<file path="src/rtl/sequenceur_lancer_de_pkg.sv">
// rtl/sequenceur_lancer_de_pkg.sv - shared state encodings, display codes and bound defaults
package sequenceur_lancer_de_pkg;

    localparam int BORNE_BAS_DEF  = 1;
    localparam int BORNE_HAUT_DEF = 100;

    typedef enum logic [2:0] {
        REPOS   = 3'd0,
        CFG_MIN = 3'd1,
        CFG_MAX = 3'd2,
        ROULE   = 3'd3,
        RALENTI = 3'd4,
        AFFICHE = 3'd5
    } etat_e;

    localparam logic [1:0] AFF_TYPE = 2'd0;
    localparam logic [1:0] AFF_MIN  = 2'd1;
    localparam logic [1:0] AFF_MAX  = 2'd2;
    localparam logic [1:0] AFF_VAL  = 2'd3;

    function automatic logic [1:0] aff_pour_etat(input etat_e e);
        case (e)
            CFG_MIN:                  return AFF_MIN;
            CFG_MAX:                  return AFF_MAX;
            ROULE, RALENTI, AFFICHE:  return AFF_VAL;
            default:                  return AFF_TYPE;
        endcase
    endfunction

    function automatic int max_int(input int a, input int b);
        return (a > b) ? a : b;
    endfunction

endpackage

</file>
<file path="src/rtl/sequenceur_lancer_de_compteur_cyclique.sv">
// rtl/sequenceur_lancer_de_compteur_cyclique.sv - free-running draw counter wrapping min..max
module compteur_cyclique #(
    parameter int VAL_RESET = 1
) (
    input  logic       clk,
    input  logic       rst,
    input  logic [6:0] min_i,
    input  logic [6:0] max_i,
    output logic [6:0] tirage_o
);

    logic [6:0] tirage_q;
    logic [6:0] tirage_d;

    // Out-of-window values (after a bound edit) snap back to the lower bound.
    always_comb begin
        tirage_d = tirage_q + 7'd1;
        if (tirage_q < min_i || tirage_q >= max_i) begin
            tirage_d = min_i;
        end
    end

    always_ff @(posedge clk or posedge rst) begin
        if (rst) begin
            tirage_q <= 7'(VAL_RESET);
        end else begin
            tirage_q <= tirage_d;
        end
    end

    assign tirage_o = tirage_q;

endmodule

</file>
<file path="src/rtl/sequenceur_lancer_de.sv">
// rtl/sequenceur_lancer_de.sv - dice-roll controller: bounds editing, spin/slow-down sequencing, display select
module sequenceur_lancer_de
    import sequenceur_lancer_de_pkg::*;
#(
    parameter int BORNE_BAS        = BORNE_BAS_DEF,
    parameter int BORNE_HAUT       = BORNE_HAUT_DEF,
    parameter int MIN_RESET        = 1,
    parameter int MAX_RESET        = 6,
    parameter int CYCLES_ROULEMENT = 64,
    parameter int PERIODE_BASE     = 4,
    parameter int ETAPES_RALENTI   = 5
) (
    input  logic       clk,
    input  logic       rst,
    input  logic       btn_lancer,
    input  logic       btn_mode,
    input  logic       btn_plus,
    input  logic       btn_moins,
    output logic [6:0] min_de,
    output logic [6:0] max_de,
    output logic [6:0] valeur,
    output logic [1:0] etat_aff,
    output logic       occupe,
    output logic       fini
);

    localparam int CNT_MAX = max_int(CYCLES_ROULEMENT, PERIODE_BASE << ETAPES_RALENTI);
    localparam int CNT_W   = $clog2(CNT_MAX + 1);
    localparam int K_W     = $clog2(ETAPES_RALENTI + 1);

    etat_e            etat_q, etat_d;
    logic [6:0]       min_q, min_d;
    logic [6:0]       max_q, max_d;
    logic [6:0]       valeur_q, valeur_d;
    logic [CNT_W-1:0] cnt_q, cnt_d;
    logic [K_W-1:0]   k_q, k_d;
    logic             fini_q, fini_d;
    logic [1:0]       etat_aff_q;
    logic             occupe_q;
    logic [6:0]       tirage;
    logic             plus_seul, moins_seul;
    logic [CNT_W-1:0] periode;

    compteur_cyclique #(
        .VAL_RESET(MIN_RESET)
    ) u_tirage (
        .clk      (clk),
        .rst      (rst),
        .min_i    (min_q),
        .max_i    (max_q),
        .tirage_o (tirage)
    );

    assign plus_seul  = btn_plus & ~btn_moins;
    assign moins_seul = btn_moins & ~btn_plus;
    assign periode    = CNT_W'(PERIODE_BASE) << k_q;

    always_comb begin
        etat_d   = etat_q;
        min_d    = min_q;
        max_d    = max_q;
        valeur_d = valeur_q;
        cnt_d    = cnt_q;
        k_d      = k_q;
        fini_d   = 1'b0;
        case (etat_q)
            REPOS: begin
                if (btn_lancer) begin
                    etat_d = ROULE;
                    cnt_d  = '0;
                end else if (btn_mode) begin
                    etat_d = CFG_MIN;
                end
            end
            CFG_MIN: begin
                if (btn_mode) begin
                    etat_d = CFG_MAX;
                end else if (plus_seul && min_q < max_q) begin
                    min_d = min_q + 7'd1;
                end else if (moins_seul && min_q > 7'(BORNE_BAS)) begin
                    min_d = min_q - 7'd1;
                end
            end
            CFG_MAX: begin
                if (btn_mode) begin
                    etat_d = REPOS;
                end else if (plus_seul && max_q < 7'(BORNE_HAUT)) begin
                    max_d = max_q + 7'd1;
                end else if (moins_seul && max_q > min_q) begin
                    max_d = max_q - 7'd1;
                end
            end
            ROULE: begin
                cnt_d = cnt_q + 1'b1;
                if (cnt_q % CNT_W'(PERIODE_BASE) == CNT_W'(PERIODE_BASE - 1)) begin
                    valeur_d = tirage;
                end
                if (cnt_q == CNT_W'(CYCLES_ROULEMENT - 1)) begin
                    etat_d = RALENTI;
                    cnt_d  = '0;
                    k_d    = K_W'(1);
                end
            end
            RALENTI: begin
                cnt_d = cnt_q + 1'b1;
                if (cnt_q == periode - 1'b1) begin
                    valeur_d = tirage;
                    cnt_d    = '0;
                    k_d      = k_q + 1'b1;
                    if (k_q == K_W'(ETAPES_RALENTI)) begin
                        etat_d = AFFICHE;
                        fini_d = 1'b1;
                        k_d    = '0;
                    end
                end
            end
            AFFICHE: begin
                if (btn_lancer) begin
                    etat_d = ROULE;
                    cnt_d  = '0;
                end else if (btn_mode) begin
                    etat_d = REPOS;
                end
            end
            default: etat_d = REPOS;
        endcase
    end

    // Display select and busy flag are registered from the next state so they align with it.
    always_ff @(posedge clk or posedge rst) begin
        if (rst) begin
            etat_q     <= REPOS;
            min_q      <= 7'(MIN_RESET);
            max_q      <= 7'(MAX_RESET);
            valeur_q   <= 7'(MIN_RESET);
            cnt_q      <= '0;
            k_q        <= '0;
            fini_q     <= 1'b0;
            etat_aff_q <= AFF_TYPE;
            occupe_q   <= 1'b0;
        end else begin
            etat_q     <= etat_d;
            min_q      <= min_d;
            max_q      <= max_d;
            valeur_q   <= valeur_d;
            cnt_q      <= cnt_d;
            k_q        <= k_d;
            fini_q     <= fini_d;
            etat_aff_q <= aff_pour_etat(etat_d);
            occupe_q   <= (etat_d == ROULE) || (etat_d == RALENTI);
        end
    end

    assign min_de   = min_q;
    assign max_de   = max_q;
    assign valeur   = valeur_q;
    assign etat_aff = etat_aff_q;
    assign occupe   = occupe_q;
    assign fini     = fini_q;

endmodule

</file>
<file path="config.mk">
export PLATFORM = sky130hd
export DESIGN_NAME = sequenceur_lancer_de
export DESIGN_NICKNAME = d
export VERILOG_FILES = /design/src/rtl/sequenceur_lancer_de_pkg.sv /design/src/rtl/sequenceur_lancer_de_compteur_cyclique.sv /design/src/rtl/sequenceur_lancer_de.sv
export SDC_FILE = /design/constraint.sdc
export NUM_CORES = 1
export LEC_CHECK = 0
export ABC_CLOCK_PERIOD_IN_PS = 3600
export CAP_MARGIN = 0
export CORE_ASPECT_RATIO = 0.9
export CORE_UTILIZATION = 35
export DETAILED_ROUTE_END_ITERATION = 10
export GPL_TIMING_DRIVEN = 0
export PLACE_DENSITY_LB_ADDON = 0.25
export SETUP_SLACK_MARGIN = 0.02
export SYNTH_ARGS = -nofsm -noshare
export SYNTH_HDL_FRONTEND = slang
export SYNTH_SLANG_ARGS = --single-unit
</file>
<file path="constraint.sdc">
create_clock -name clk -period 3.6 [get_ports clk]
set_input_delay 0.9 -clock clk [delete_from_list [all_inputs] [get_ports clk]]
set_output_delay 0.9 -clock clk [all_outputs]
set_load 0.005 [all_outputs]
</file>
==> impl_results.md <==
* Worst setup SP type: flop
* CP required at around 3.8 ns
* DRC at 0
* Max Clk Rate at 308.9 MHz
* First-pass GRT wire length at 12450 um
* CP max stage cell: a2111oi_4
* Synth warn at 0
* Final Critical Period at 3.238 ns
* Run status: complete, no violations
* DR pass1 iterations at 4
* Setup_tns at 0 ns
* Share of layout cells above drive strength 1 at about 9.3%
* Hold buffers post-CTS at 0
* Std-Cell Rows at 32
* Root buffer cell: clkbuf_8
* Crit-path max FO at 8
* Clock Skews at around 0.015 ns
* Nets at 405
* Worst vdd ir at between 300 and 400 uV
* I/O pin cnt at 31
* Initial antenna violation count at 0
* Final Hold Vio Count at 0
* Initial core utilization at between 30% and 40%
* Die area at 0.009575 mm2
* Cells after synthesis at 328
* Post-synth cell types at 58
* Fillers at 878
* Period utilization at 89.94%
* H-tree depth at 2
* Crit-path max cell delay at 0.66 ns
* Placeable Area at 0.008728 mm2
* Grt ovf at 0
* Post-synthesis cell area at approximately 0.0032 mm2
* Detailed-placement wirelength estimate at approximately 5400 um
* Commonest cells post-synth: dfrtp_1, ha_1, inv_1
* Yosys top cell area share at 31.91%
* # setup viols final at 0
* Max-cap violations at 0
* Most common cell in the synthesized netlist: dfrtp_1
* CTS tree: yes
* Syn avg cell area at 9.804 um2
* CP Capture Type: flop
* Vias at 2476
* Number of synthesized flops with an enable pin at 0
* Placer Congestion at 0.7729
* Die Wd at 103.0 um
* Largest net degree at the start of global routing at 34
* Max_slew headroom at ~52%
* Kind of critical path: reg2reg
* Avg Vias per Cell at 5.095
* Cell type with the highest aggregate area in the netlist: dfrtp_1
* GRT Total Usage at 16.76%
* Ys flop type: dfrtp_1
* Routed WL per cell at 14.72 um
* Clock buffer count from CTS at 5
* Antenna fix cells at 0
* Cell Pwr Density at around 790 mW/mm2
* Ys async rst share at 100.0%
* Max clock buf depth at 2
* Leakage power at 1.662 nW
* Register bit total from synthesis at 46
* Chip height at approximately 93 um
* Clock latency on the worst-skew pair at 0.31 ns
* Top cells by area, synth: dfrtp_1, ha_1, xnor2_1
* Vias in the first global route at 2519
* Buffers on Ports at 30
* Total Wirelength at 7156 um
* Finished Cell Area at 0.003797 mm2
* Min-Delay Path Class: reg2reg
* Clk sink count at 46
* Slew @ Worst Pin at roughly 0.72 ns
* Area after DPL at between 0.003 and 0.004 mm2
* Slew Limit Fails at 0
* Syn nets at 367
* Worst path cell trace: inv_1 > nor2_1 > nand2_1 > ha_1 > or2b_2 > mux2i_1 > a211o_1 > a2111oi_4 > and2_2 > mux2_1
* Detailed Route Iter0 Violations at 82
* Reg clk slew, reported paths at 0.10 ns
* Area growth, synth to finish at 18.09%
* Crit path DAT at 3.43 ns
* Post-DRT Antenna Nets at 0
* Seq/Total Area, Yosys at 35.99%
* RSZ-0062 raised after global routing: no
-- worst paths after layout --
kind | cells after the start | end | startpoint | slack (ns)
setup / recovery | 10 | k_q[2]$_DFFE_PP0P_ | k_q[0]$_DFFE_PP0P_ | 0.36
max in group asynchronous | 3 | valeur[0]$_DFFE_PP1P_ | rst | 2.18
hold / removal | 1 | min_de[4]$_DFFE_PP0P_ | min_de[4]$_DFFE_PP0P_ | 0.50
setup reg to reg | 10 | k_q[2]$_DFFE_PP0P_ | k_q[0]$_DFFE_PP0P_ | 0.36
hold reg to reg | 1 | min_de[4]$_DFFE_PP0P_ | min_de[4]$_DFFE_PP0P_ | 0.50
min in group asynchronous | 2 | max_de[6]$_DFFE_PP0P_ | rst | 0.87
-- what timing repair did --
action	CTS	global route
buffers inserted	0	0
resized for setup	0	1
setup endpoints to repair	0	1
-- through the flow --
| stage | hold slack [ns] | total power, mW | worst slack (ns) | instances | util [%] |
|---|---|---|---|---|---|
| floorplan | 0.4874 | 2.030 | 0.7360 | 328 | - |
| global placement | 0.4896 | 2.558 | 0.06148 | 477 | 41.99 |
| detailed placement | 0.5002 | 2.610 | 0.02560 | 478 | 42.22 |
| CTS | 0.5146 | 3.025 | 0.3651 | 486 | 43.48 |
| global route | 0.5482 | 3.295 | 0.07815 | 486 | 43.51 |
| finish | 0.5047 | 3.002 | 0.3623 | 486 | 43.51 |
-- per-layer routing --
| layer | wire (um) | up-vias | global-route usage (%) |
|---|---|---|---|
| met4 | 86 | 0 | 4.695 |
| met2 | 3158 | 42 | 24.94 |
| met1 | 3687 | 1175 | 24.85 |
| met5 | 0 | - | 0 |
| li1 | - | 1249 | - |
| met3 | 223 | 10 | 2.566 |
-- sequential cells by signal, summed over array words and instances, names as in the netlist, 2 cells and up --
signal             cells
cnt_q                  8
max_de                 7
min_de                 7
u_tirage.tirage_o      7
valeur                 7
etat_q                 3
k_q                    3
etat_aff               2
-- critical path, delay by kind of cell (launching register included) --
family / cells / cell delay, ns
and+or+nand+nor: 4 / 0.85
AOI/OAI and AO/OA: 2 / 0.99
adders and majority gates: 1 / 0.21
buffers and inverters: 1 / 0.14
muxes: 2 / 0.43
DFF: 1 / 0.49
-- final cells by class --
type	count	area (um2)	share of cell area, %
Buffer	7	35.03	0.9226
Clock buffer	6	72.57	1.911
Clock inverter	2	37.54	0.9885
Inverter	25	93.84	2.471
Multi-Input combinational cell	250	1932	50.87
Sequential cell	46	1157	30.48
Tap cell	119	148.9	3.921
Timing Repair Buffer	31	320.3	8.435
-- report_power, final --
part | total, mW | switching, mW | leakage [nW] | internal [mW]
logic | 1.61 | 0.791 | 1.04 | 0.821
registers | 0.991 | 0.263 | 0.574 | 0.728
clock network | 0.399 | 0.191 | 0.0514 | 0.208
total | 3.00 | 1.24 | 1.66 | 1.76
-- placed cells by master, fill, tap and decap left out, types with 2 or more instances in the layout --
cell and n:
nand3_1 10, o21ai_0 14, nor2b_1 7, inv_1 24, and4_1 3, dfstp_2 5, o221ai_1 2, ha_1 32
nor4_1 5, and2_1 2, nand2b_1 9, o22ai_1 2, o2bb2ai_1 2, nand2_1 19, o21a_1 3, clkbuf_1 5
clkdlybuf4s50_1 30, xnor2_1 19, buf_4 2, dfrtp_1 41, o31ai_1 2, a21o_1 5, a21oi_1 13, nor4b_1 2
o21bai_1 3, xor2_1 8, nor2_1 19, mux2_2 9, and3_1 4, mux2i_1 14, nor3_1 7, nand4_1 5
a211oi_1 4, clkbuf_8 5
-- cell families after synthesis --
group,count (synthesis),share of synthesized area [%]
simple gates,100,16.50
compound gates,66,15.21
flops,46,35.99
fa+ha+maj,33,13.07
buf+inv,32,4.007
xor+xnor,27,7.354
mux,24,7.860
Note: power is estimated with default switching activity, not from simulation.
